## config.mk

```make
export PLATFORM = sky130hd
export DESIGN_NAME = sync_fifo_ctrl
export DESIGN_NICKNAME = d
export VERILOG_FILES = /design/src/rtl/fifo_pkg.sv /design/src/rtl/fifo_ram.sv /design/src/rtl/sync_fifo_ctrl.sv
export SDC_FILE = /design/constraint.sdc
export NUM_CORES = 1
export LEC_CHECK = 0
export ABC_AREA = 1
export CORE_UTILIZATION = 64
export DETAILED_ROUTE_END_ITERATION = 8
export GPL_ROUTABILITY_DRIVEN = 0
export PLACE_DENSITY = 0.84
export SLEW_MARGIN = 10
export SYNTH_ARGS = -nofsm -noshare
export SYNTH_HDL_FRONTEND = slang
export SYNTH_SLANG_ARGS = --single-unit
```

## constraint.sdc

```tcl
create_clock -name clk -period 3.7 [get_ports clk]
set_clock_uncertainty 0.05 [all_clocks]
set_input_delay 0.555 -clock clk [delete_from_list [all_inputs] [get_ports clk]]
set_output_delay 0.555 -clock clk [all_outputs]
set_load 0.03 [all_outputs]
```

## src/rtl/fifo_pkg.sv

```systemverilog
// Shared types and sizing helpers for the single-clock FIFO family.
package fifo_pkg;

    typedef enum logic {
        RD_REG  = 1'b0,
        RD_FWFT = 1'b1
    } fifo_rd_mode_e;

    // Occupancy counter must be able to represent 0..depth inclusive.
    function automatic int cnt_w(input int depth);
        return $clog2(depth + 1);
    endfunction

endpackage

```

## src/rtl/fifo_ram.sv

```systemverilog
// Storage array: DATA_W x DEPTH, synchronous write, asynchronous read.
// Latency: write visible one cycle after the write edge; read is combinational.
// Backpressure: none, the controller owns all flow control.
module fifo_ram #(
    parameter int DATA_W = 8,
    parameter int DEPTH  = 16,
    parameter int ADDR_W = $clog2(DEPTH)
) (
    input  logic              clk,
    input  logic              we,
    input  logic [ADDR_W-1:0] waddr,
    input  logic [DATA_W-1:0] wdata,
    input  logic [ADDR_W-1:0] raddr,
    output logic [DATA_W-1:0] rdata
);

    logic [DATA_W-1:0] mem [DEPTH];

    always_ff @(posedge clk) begin
        if (we) begin
            mem[waddr] <= wdata;
        end
    end

    assign rdata = mem[raddr];

endmodule

```

## src/rtl/sync_fifo_ctrl.sv

```systemverilog
// Single-clock FIFO of arbitrary depth with level flags, flush and sticky errors.
// Latency: registered read returns data one cycle after pop; FWFT shows head word one cycle after push.
// Backpressure: push refused when full unless a pop is accepted in the same cycle.
module sync_fifo_ctrl
    import fifo_pkg::*;
#(
    parameter int DATA_W    = 8,
    parameter int DEPTH     = 16,
    parameter bit FWFT      = 1'b0,
    parameter int AF_THRESH = DEPTH - 2,
    parameter int AE_THRESH = 2
) (
    input  logic                      clk,
    input  logic                      reset,
    input  logic                      flush_i,
    input  logic                      push_i,
    input  logic [DATA_W-1:0]         push_data_i,
    input  logic                      pop_i,
    output logic [DATA_W-1:0]         pop_data_o,
    output logic                      pop_valid_o,
    output logic                      fifo_full_o,
    output logic                      fifo_empty_o,
    output logic                      almost_full_o,
    output logic                      almost_empty_o,
    output logic [cnt_w(DEPTH)-1:0]   count_o,
    output logic                      overflow_o,
    output logic                      underflow_o,
    input  logic                      err_clr_i
);

    localparam int            CNT_W   = cnt_w(DEPTH);
    localparam int            PTR_W   = $clog2(DEPTH);
    localparam fifo_rd_mode_e RD_MODE = FWFT ? RD_FWFT : RD_REG;

    if (DEPTH < 2) begin : g_chk_depth
        $fatal(1, "sync_fifo_ctrl: DEPTH must be >= 2");
    end
    if (AF_THRESH < 1 || AF_THRESH > DEPTH) begin : g_chk_af
        $fatal(1, "sync_fifo_ctrl: AF_THRESH must be in 1..DEPTH");
    end
    if (AE_THRESH < 0 || AE_THRESH >= DEPTH) begin : g_chk_ae
        $fatal(1, "sync_fifo_ctrl: AE_THRESH must be in 0..DEPTH-1");
    end

    logic [PTR_W-1:0]  wr_ptr;
    logic [PTR_W-1:0]  rd_ptr;
    logic [CNT_W-1:0]  cnt_nxt;
    logic [DATA_W-1:0] rd_data;
    logic              pop_acc;
    logic              push_acc;
    logic              ovf_set;
    logic              udf_set;

    // Explicit wrap so non-power-of-two depths never index past the array.
    function automatic logic [PTR_W-1:0] ptr_inc(input logic [PTR_W-1:0] p);
        return (p == PTR_W'(DEPTH - 1)) ? '0 : p + 1'b1;
    endfunction

    always_comb begin
        pop_acc  = pop_i && !fifo_empty_o;
        push_acc = push_i && (!fifo_full_o || pop_acc);
        ovf_set  = push_i && !push_acc && !flush_i;
        udf_set  = pop_i && fifo_empty_o && !flush_i;
        cnt_nxt  = count_o;
        if (flush_i) begin
            cnt_nxt = '0;
        end else if (push_acc && !pop_acc) begin
            cnt_nxt = count_o + 1'b1;
        end else if (pop_acc && !push_acc) begin
            cnt_nxt = count_o - 1'b1;
        end
    end

    fifo_ram #(
        .DATA_W (DATA_W),
        .DEPTH  (DEPTH),
        .ADDR_W (PTR_W)
    ) u_ram (
        .clk   (clk),
        .we    (push_acc && !flush_i),
        .waddr (wr_ptr),
        .wdata (push_data_i),
        .raddr (rd_ptr),
        .rdata (rd_data)
    );

    // Flags come from the next count so they always agree with count_o.
    always_ff @(posedge clk or negedge reset) begin
        if (!reset) begin
            wr_ptr         <= '0;
            rd_ptr         <= '0;
            count_o        <= '0;
            fifo_full_o    <= 1'b0;
            fifo_empty_o   <= 1'b1;
            almost_full_o  <= 1'b0;
            almost_empty_o <= 1'b1;
        end else begin
            count_o        <= cnt_nxt;
            fifo_full_o    <= (int'(cnt_nxt) == DEPTH);
            fifo_empty_o   <= (cnt_nxt == '0);
            almost_full_o  <= (int'(cnt_nxt) >= AF_THRESH);
            almost_empty_o <= (int'(cnt_nxt) <= AE_THRESH);
            if (flush_i) begin
                wr_ptr <= '0;
                rd_ptr <= '0;
            end else begin
                if (push_acc) begin
                    wr_ptr <= ptr_inc(wr_ptr);
                end
                if (pop_acc) begin
                    rd_ptr <= ptr_inc(rd_ptr);
                end
            end
        end
    end

    always_ff @(posedge clk or negedge reset) begin
        if (!reset) begin
            overflow_o  <= 1'b0;
            underflow_o <= 1'b0;
        end else begin
            overflow_o  <= ovf_set || (overflow_o && !err_clr_i);
            underflow_o <= udf_set || (underflow_o && !err_clr_i);
        end
    end

    if (RD_MODE == RD_REG) begin : g_rd_reg
        always_ff @(posedge clk or negedge reset) begin
            if (!reset) begin
                pop_data_o  <= '0;
                pop_valid_o <= 1'b0;
            end else begin
                pop_valid_o <= pop_acc && !flush_i;
                if (pop_acc && !flush_i) begin
                    pop_data_o <= rd_data;
                end
            end
        end
    end else begin : g_rd_fwft
        // Head word is masked while empty so stale memory never leaks out.
        assign pop_valid_o = !fifo_empty_o;
        assign pop_data_o  = fifo_empty_o ? '0 : rd_data;
    end

`ifndef SYNTHESIS
    a_cnt_max:    assert property (@(posedge clk) disable iff (!reset) int'(count_o) <= DEPTH);
    a_full_cnt:   assert property (@(posedge clk) disable iff (!reset) fifo_full_o |-> int'(count_o) == DEPTH);
    a_empty_cnt:  assert property (@(posedge clk) disable iff (!reset) fifo_empty_o |-> count_o == '0);
    a_full_empty: assert property (@(posedge clk) disable iff (!reset) !(fifo_full_o && fifo_empty_o));
`endif

endmodule

```

==> run summary <==
outcome - complete, no violations
core region area - 0.009864 mm²
worst skew pair latency - 0.53 ns
hold buffer count at CTS - 0
CP required - 3.81 ns
area grow syn2layout - 14.76%
HP Class - primary input to async pin
Final setup viols - 0
cell taking the most area after synthesis - edfxtp_1
critical path's top delay family - simple AND/OR/NAND/NOR gates
buffers and inverters on the worst path - 1
unrepaired setup endpoints after global routing - no
critical path depth in cells - 7
switching part of the total - 0.2841
DR DRC count - 0
ANT cells - 0
Synth top area share - 0.5853
DR WL/cell - 20.86 µm
initial antenna violation count - 0
Final Critical Period - 2.426 ns
end point of the critical path - u_ram.mem[3][1]
TritonCTS buffer count - 17
Syn Inst Count - 570
synth warn - 0
Synth area leaders - edfxtp_1 (59%), dfrtp_1 (9.9%), nand2_1 (7.7%)
Net Count, Synth - 591
crit-path max FO - 8
Tcrit/Tclk final - 0.6556
sequential share of the synthesized area - 0.6923
IR drop worst, VDD - 0.0003343 V
most frequent CP cell - nand2_1
max-slew violations - 0
Sequential Power Share - 0.429
Power Dens Cells - 640.4 mW/mm²
post-DP HPWL - 9.623 mm
DR pass1 iterations - 7
Synth Area per Inst - 11.52 µm²
initial core utilization - 0.6658
# rows - 36
slew margin rel. - 0.3271
Seq. cell area - 0.004548 mm²
Clk pwr share - 0.380
worst slew pin tran - 1.009 ns
Synth Register Bits - 156
remaining global-route overflow - 0
area of the multi-input gates - 0.001737 mm²
total global-route track usage - 0.3205
Critical Path AT - 2.54 ns
nets - 624
largest net degree at the start of global routing - 68
internal power - 0.003456 W
CTS tree - done
final setup TNS - 0 ns
CP startpoint kind - primary input
first-pass GRT wire length - 23.87 mm
Crit-path slowest cell - nor2_1
DR vias/cell - 6.147
highest-count cells in the layout ignoring fill and taps - nand2_1 (135), edfxtp_1 (128), nor2_1 (75)
Final Power - 0.004827 W
ANT nets after route - 0
H-tree levels - 4
CP cell instances - clkdlybuf4s50_1 -> nand2_4 -> nand2_1 -> nand2_1 -> nor2_2 -> nand2_1 -> nor2_1
Die Ht - 103.3 µm
Total Wirelength - 15.62 mm
Leak - 2.840 nW
root buffer cell - clkbuf_8
Port Buffers - 33
Reg2Reg Depth - 7
Final Hold Fails - 0
endpoint class of the critical path - register
routed vias - 4604
clock buffer depth - 2
switching power - 0.001371 W
FILL cells - 551
post_cts resized - 0
die span in x - 103.3 µm
mapped cell area - 0.006568 mm²
initial DRC count - 614
Fmax achieved - 412.2 MHz
Comb pwr share - 0.191
CTS Sinks - 156
layout cells sized above 1 - 0.08117
Worst-path clk slew - 0.06 ns
vias in the first global route - 4435
count of cell types in the netlist - 29
Die ar. - 0.01067 mm²
Post-CTS Setup Bufs - 0
commonest non-fill, non-tap cell in the layout - nand2_1
CP Class - primary input to register
r2r startpoint - fifo_empty_o
Crit. Startpoint - pop_i
Max-Cap Viols - 0
delay of the slowest critical-path stage - 0.67 ns
Ports - 34
RR Endpoint - u_ram.mem[3][1]
r2r setup slk - 1.38 ns
metrics by stage:
step | cells | worst slack [ns] | area (µm²) | hold WS [ns] | utilization
floorplan | 570 | 1.817 | 6568 | 0.2094 | -
global placement | 717 | 0.9662 | 6915 | 0.4147 | 0.7010
detailed placement | 717 | 0.8870 | 6915 | 0.4203 | 0.7010
CTS | 749 | 1.310 | 7537 | 0.3438 | 0.7641
global route | 749 | 1.159 | 7537 | 0.4021 | 0.7641
finish | 749 | 1.274 | 7537 | 0.3539 | 0.7641
cells by family (layout without fill, tap and decap cells):
group                    Yosys count  in the layout  share of synthesized area
adder cells (fa/ha/maj)            7              7                    0.01334
AO/OA/AOI/OAI                    107            107                    0.09240
XOR/XNOR                           5              5                   0.006669
buffers and inverters             51             97                    0.04325
flip-flops                       156            156                     0.6923
AND/OR/NAND/NOR                  244            244                     0.1520
state kept, by name, summed over array words and instances (netlist names):
signal	flops
almost_empty_o	1
count_o	5
underflow_o	1
rd_ptr	4
fifo_full_o	1
pop_data_o	8
overflow_o	1
u_ram.mem	128
fifo_empty_o	1
pop_valid_o	1
almost_full_o	1
wr_ptr	4
worst min path at each step:
| stage | from | to | slack [ns] | depth (start not counted) |
|---|---|---|---|---|
| after global placement | pop_data_o[1] | pop_data_o[1] | 0.41 | 2 |
| final | reset | almost_full_o | 0.35 | 2 |
| after floorplan | reset | almost_full_o | 0.21 | 0 |
| after global routing | reset | underflow_o | 0.40 | 2 |
| after detailed placement | pop_data_o[2] | pop_data_o[2] | 0.42 | 2 |
| after CTS | reset | underflow_o | 0.34 | 2 |
power by group through the flow:
stage,Sequential (W),Clock [W],Combinational (W)
2_1_floorplan,0.00223,0,0.000452
3_3_place_gp,0.00210,0,0.000866
3_5_place_dp,0.00210,0,0.000893
4_1_cts,0.00207,0.00184,0.000909
5_1_grt,0.00208,0.00191,0.000996
6_report,0.00207,0.00184,0.000920
synth_stat cells (all sizes together):
cell,n
dfstp,2
o32ai,2
inv,27
ha,7
clkinv,2
buf,19
dfrtp,26
clkbuf,3
xor2,2
nand4,2
o22ai,19
a21boi,16
edfxtp,128
nand2,138
a21oi,17
nand3,26
xnor2,3
nor2,78
o21ai,53
metal layers:
layer	share of wire	global-route usage
met2	0.46	0.4795
met4	0.059	0.2091
met3	0.11	0.09946
met5	0	0
met1	0.37	0.4089
layout make-up:
type,count,area share
inverter,29,0.01477
multi-input combinational,363,0.2304
clock buffer,20,0.05644
timing repair buffer,36,0.04681
tap,133,0.02208
clock inverter,12,0.02606
sequential,156,0.6034
Power figures use the tool's default switching activity.
